--- src/rtl/bcd_counter_ndigit_pkg.sv ---
// Shared constants and helpers for the multi-digit BCD counter.
package bcd_counter_ndigit_pkg;

  localparam int DIGIT_W = 4;
  localparam logic [DIGIT_W-1:0] BCD_MAX  = 4'd9;
  localparam logic [DIGIT_W-1:0] BCD_ZERO = 4'd0;

  typedef enum logic [1:0] {
    OP_HOLD = 2'd0,
    OP_STEP = 2'd1,
    OP_LOAD = 2'd2,
    OP_CLR  = 2'd3
  } op_e;

  function automatic logic bcd_valid(input logic [DIGIT_W-1:0] nib);
    return nib <= BCD_MAX;
  endfunction

  // Clear beats load beats step; anything lower in the same cycle is dropped.
  function automatic op_e op_decode(input logic clr, input logic load, input logic step);
    if (clr)       return OP_CLR;
    else if (load) return OP_LOAD;
    else if (step) return OP_STEP;
    else           return OP_HOLD;
  endfunction

endpackage

--- src/rtl/bcd_counter_ndigit_digit.sv ---
// Single BCD digit register: sync clear/load, up/down step with 9<->0 rollover.
module bcd_digit
  import bcd_counter_ndigit_pkg::*;
(
  input  logic               in_clk,
  input  logic               in_rst,
  input  logic               in_clr,
  input  logic               in_load,
  input  logic [DIGIT_W-1:0] in_load_val,
  input  logic               in_step,
  input  logic               in_up,
  output logic [DIGIT_W-1:0] o_d,
  output logic               o_is9,
  output logic               o_is0
);

  logic [DIGIT_W-1:0] digit_q, digit_d;

  always_comb begin
    digit_d = digit_q;
    case (op_decode(in_clr, in_load, in_step))
      OP_CLR:  digit_d = BCD_ZERO;
      OP_LOAD: digit_d = bcd_valid(in_load_val) ? in_load_val : BCD_ZERO;
      OP_STEP: begin
        if (in_up) digit_d = (digit_q == BCD_MAX)  ? BCD_ZERO : digit_q + 4'd1;
        else       digit_d = (digit_q == BCD_ZERO) ? BCD_MAX  : digit_q - 4'd1;
      end
      default: digit_d = digit_q;
    endcase
  end

  always_ff @(posedge in_clk or posedge in_rst) begin
    if (in_rst) digit_q <= BCD_ZERO;
    else        digit_q <= digit_d;
  end

  assign o_d   = digit_q;
  assign o_is9 = (digit_q == BCD_MAX);
  assign o_is0 = (digit_q == BCD_ZERO);

endmodule

--- src/rtl/bcd_counter_ndigit.sv ---
// N-digit packed-BCD up/down counter with cascade carry, wrap and load-error pulses.
module bcd_counter_ndigit
  import bcd_counter_ndigit_pkg::*;
#(
  parameter int DIGITS = 4
) (
  input  logic                    in_clk,
  input  logic                    in_rst,
  input  logic                    in_en,
  input  logic                    in_up,
  input  logic                    in_clr,
  input  logic                    in_load,
  input  logic [4*DIGITS-1:0]     in_load_val,
  output logic [4*DIGITS-1:0]     o_q,
  output logic                    o_tc,
  output logic                    o_wrap,
  output logic                    o_load_err
);

  logic [DIGITS:0]   chain;
  logic [DIGITS-1:0] is9, is0, nib_bad;
  logic              wrap_q, wrap_d;
  logic              load_err_q, load_err_d;
  op_e               op;

  // chain[k] is high when every digit below k sits at the rollover value.
  assign chain[0] = 1'b1;

  for (genvar k = 0; k < DIGITS; k++) begin : g_digit
    assign chain[k+1] = chain[k] & (in_up ? is9[k] : is0[k]);
    assign nib_bad[k] = ~bcd_valid(in_load_val[k*DIGIT_W +: DIGIT_W]);

    bcd_digit u_digit (
      .in_clk      (in_clk),
      .in_rst      (in_rst),
      .in_clr      (in_clr),
      .in_load     (in_load),
      .in_load_val (in_load_val[k*DIGIT_W +: DIGIT_W]),
      .in_step     (in_en & chain[k]),
      .in_up       (in_up),
      .o_d         (o_q[k*DIGIT_W +: DIGIT_W]),
      .o_is9       (is9[k]),
      .o_is0       (is0[k])
    );
  end

  assign op   = op_decode(in_clr, in_load, in_en);
  assign o_tc = (op == OP_STEP) & chain[DIGITS];

  always_comb begin
    wrap_d     = 1'b0;
    load_err_d = 1'b0;
    case (op)
      OP_STEP: wrap_d     = chain[DIGITS];
      OP_LOAD: load_err_d = |nib_bad;
      default: ;
    endcase
  end

  always_ff @(posedge in_clk or posedge in_rst) begin
    if (in_rst) begin
      wrap_q     <= 1'b0;
      load_err_q <= 1'b0;
    end else begin
      wrap_q     <= wrap_d;
      load_err_q <= load_err_d;
    end
  end

  assign o_wrap     = wrap_q;
  assign o_load_err = load_err_q;

endmodule

--- config.mk ---
export PLATFORM = sky130hd
export DESIGN_NAME = bcd_counter_ndigit
export DESIGN_NICKNAME = d
export VERILOG_FILES = /design/src/rtl/bcd_counter_ndigit_pkg.sv /design/src/rtl/bcd_counter_ndigit_digit.sv /design/src/rtl/bcd_counter_ndigit.sv
export SDC_FILE = /design/constraint.sdc
export NUM_CORES = 1
export LEC_CHECK = 0
export BUFFER_PORTS_ARGS = -buffer_cell sky130_fd_sc_hd__buf_4
export CORE_ASPECT_RATIO = 0.9
export CORE_UTILIZATION = 50
export DETAILED_ROUTE_END_ITERATION = 6
export PLACE_DENSITY_LB_ADDON = 0.05
export SYNTH_ARGS = -nofsm -noshare
export SYNTH_HDL_FRONTEND = slang
export SYNTH_HIERARCHICAL = 1
export SYNTH_SLANG_ARGS = --single-unit
--- constraint.sdc ---
create_clock -name in_clk -period 5.5 [get_ports in_clk]
set_input_delay 1.1 -clock in_clk [delete_from_list [all_inputs] [get_ports in_clk]]
set_output_delay 1.1 -clock in_clk [all_outputs]
set_load 0.03 [all_outputs]
==> results.py <==
metrics = {
    "logic_synthesis": {
        "ys_seq_elements": 18,
        "syn_avg_cell_area_um2": 8.38,
        "synth.cell_area_um2": 2250,
        "synthTopCellsByArea": "dfrtp_1 (20%), ha_1 (16%), inv_1 (5.7%)",
        "ys_seq_area_frac": 0.201,
        "synth_enable_flop_cells": 0,
        "synth_cells": 268,
        "synth_top_area_cell": "dfrtp_1",
        "synth_nets": 318,
        "async_reset_ff_frac": 1.00,
        "ys_types": 36,
        "yosysTopAreaCellShare": 0.201,
        "ys_warn_count": 6,
        "ys.flop_type": "dfrtp_1",
    },
    "floorplanning": {
        "die_h_um": 65.6,
        "core_region_area_um2": 4180,
        "start_util": 0.537,
        "die-width_um": 72.6,
        "pin_count": 41,
        "core.rowCount": 22,
        "dieArea_um2": 4760,
    },
    "sta": {
        "worst_pin_slew_ns": 0.465,
        "setup_slack_ns": 2.17,
        "rsz0062_at_grt": "no",
        "min_period_ns": 3.33,
        "max_slew_margin": 0.690,
        "slew_violations": 0,
        "finClkSkew_ns": 0.00718,
        "fmax_ghz": 0.300,
        "setup_tns_ns": 0,
        "setup_viol": 0,
        "hold_violations": 0,
        "min_period_over_period": 0.605,
    },
    "critical_path": {
        "start_kind": "input port",
        "worstSetupPathType": "input port to output pin",
        "critPathMaxFanout": 33,
        "cp_common_cell": "buf_4",
        "crit_buf_inv": 2,
        "end_kind": "output pin",
        "path_cells": "buf_4 > mux2i_1 > or3_1 > nor3_2 > buf_4",
        "cpPeakStageDelay_ns": 0.33,
        "cpLargestDelayFamily": "buffers and inverters",
        "arrival_ns": 2.23,
        "required_ns": 4.40,
        "cp_slowest_cell": "or3_1",
    },
    "clock_tree": {
        "postCtsSetupRepairBufs": 0,
        "cts-root-buf": "clkbuf_8",
        "cts.path.max_buffers": 2,
        "cts_buffers": 3,
        "cts_max_level": 1,
        "clk-insertion-delay-late_ns": 0.25,
        "ctsResizeCount": 0,
        "clock_sinks": 18,
        "cts_tree": "yes",
        "path_clk_slew_ns": 0.07,
        "cts-hold-fix-buffers": 0,
    },
    "drt": {
        "routed_wl_mm": 4.81,
        "drcViolationCount": 0,
        "ant_nets": 0,
        "firstDrtPassIters": 4,
        "viasPerCell": 5.52,
        "wire_per_inst_um": 13.3,
        "dr_total_vias": 2004,
        "first_iter_violations": 58,
    },
    "final_layout": {
        "fillers": 393,
        "nets": 355,
        "area_growth_pct": 15.9,
        "post_layout_nonfiller_instances": 363,
        "diodes": 0,
        "layout-drive-gt1-share": 0.257,
        "design_area_um2": 2600,
    },
    "power": {
        "power_density_nw_per_um2": 157,
        "power_mw": 0.409,
        "internal-power_mw": 0.261,
        "p_comb_frac": 0.386,
        "power.leakage_nw": 1.23,
        "pwr-share-clk": 0.231,
        "seq_power_share": 0.383,
        "switchingPower_mw": 0.149,
        "swShare": 0.363,
        "vdd_drop_max_uv": 89.3,
    },
    "global_route": {
        "grt_use_total": 0.218,
        "grt_max_degree": 34,
        "grt_pass1_vias": 1787,
        "antenna_found_initial": 0,
        "grt_overflow_total": 0,
        "grt_first_pass_wirelength_mm": 8.14,
    },
    "placement": {
        "place_congestion": 0.786,
        "place_area_um2": 2560,
        "dp.cells": 360,
        "pre_cts_slack_ns": 2.18,
        "post-dp-hpwl_mm": 3.68,
        "port_buffers": 40,
    },
    "hold_path": {
        "worstHoldPathType": "flip-flop to flip-flop",
    },
    "flow_run": {
        "maxCapViolCount": 0,
    },
    "outcome": {
        "status": "finished clean",
    },
}
[logic make-up (layout without fill, tap and decap cells)]
family	Yosys count	after routing	synth area share
compound gates	61	61	0.198
flops	18	18	0.201
buf+inv	42	77	0.0836
simple gates	112	112	0.309
mux	7	7	0.0535
fa+ha+maj	28	28	0.156
[routing by layer]
| layer | wire length (µm) | vias to the layer above | global-route usage |
|---|---|---|---|
| li1 | - | 1019 | - |
| met1 | 2490 | 932 | 0.310 |
| met2 | 2090 | 51 | 0.350 |
| met3 | 212 | 2 | 0.0383 |
| met4 | 25 | 0 | 0.0368 |
| met5 | 0 | - | 0 |
[worst register-to-register path: stages (launching register included)]
cell      delay, ns
dfrtp_1        0.55
inv_1          0.12
ha_1           0.27
nand2b_2       0.09
nor2_1         0.06
and4b_2        0.25
nor2_1         0.18
inv_1          0.06
a21o_1         0.18
ha_1           0.34
nor3b_1        0.41
inv_1          0.10
o21ai_2        0.13
[cell usage in the layout, fill, tap and decap left out, types with 3 or more instances in the layout]
cell type	instances
nand2b_2	4
nor3b_2	4
or2b_1	4
or2_2	4
ha_1	28
buf_4	40
nand2_1	20
inv_1	34
mux4_2	4
o21ai_0	20
nor3b_1	12
clkbuf_8	3
o32ai_1	4
a21o_1	4
o21bai_1	4
a211oi_1	4
a221o_1	8
nor3_1	4
nand3b_1	4
nand3_2	4
and2b_4	4
and3b_2	4
nor2_1	26
dfrtp_1	18
a32oi_1	8
mux2i_1	3
nand3_1	4
a31oi_1	4
o21ai_2	4
nand2b_1	5
nor2b_1	5
[final cells by class]
cell class | instances | area (µm²) | area share
clock buffer | 3 | 41.3 | 0.0159
multi-input combinational | 208 | 1610 | 0.618
sequential | 18 | 450 | 0.173
timing repair buffer | 40 | 300 | 0.115
tap | 60 | 75.1 | 0.0288
inverter | 34 | 128 | 0.0490
[registers in the layout, summed over array words and instances (netlist names)]
| name | cells |
|---|---|
| o_wrap | 1 |
| o_load_err | 1 |
| g_digit.u_digit/o_d | 16 |
[final timing paths]
check / startpoint / endpoint / slack (ns) / cells after the start
setup / recovery: in_up / o_tc / 2.17 / 5
hold / removal: g_digit[3].u_digit/o_d[1] / g_digit[3].u_digit/o_d[1] / 0.70 / 1
min in group asynchronous: in_rst / o_wrap / 0.74 / 2
hold reg to reg: g_digit[3].u_digit/o_d[1] / g_digit[3].u_digit/o_d[1] / 0.70 / 1
setup reg to reg: g_digit[0].u_digit/o_d[0] / g_digit[2].u_digit/o_d[3] / 2.68 / 12
max in group asynchronous: in_rst / g_digit[0].u_digit/o_d[2] / 4.57 / 2
[cells in the mapped netlist, drive strengths merged, types with 5 or more instances]
master / count
nor3b: 16
inv: 34
o21ai: 24
nor3: 5
a221o: 8
nand2: 20
nor2: 26
dfrtp: 18
a32oi: 8
nor2b: 5
ha: 28
nand2b: 9
nand3: 8
[power groups by stage]
stage / Clock (mW) / Combinational (mW) / Sequential, mW
2_1_floorplan: 0 / 0.0999 / 0.166
3_3_place_gp: 0 / 0.156 / 0.159
3_5_place_dp: 0 / 0.157 / 0.159
4_1_cts: 0.0986 / 0.158 / 0.157
5_1_grt: 0.104 / 0.176 / 0.159
6_report: 0.0946 / 0.158 / 0.157
[through the flow]
stage / utilization / hold slack (ns)
2_1_floorplan: - / 0.788
3_5_place_dp: 0.612 / 0.671
6_report: 0.622 / 0.696
4_1_cts: 0.622 / 0.693
3_3_place_gp: 0.612 / 0.673
5_1_grt: 0.622 / 0.734
No activity file was read; power rests on OpenSTA's default activity.
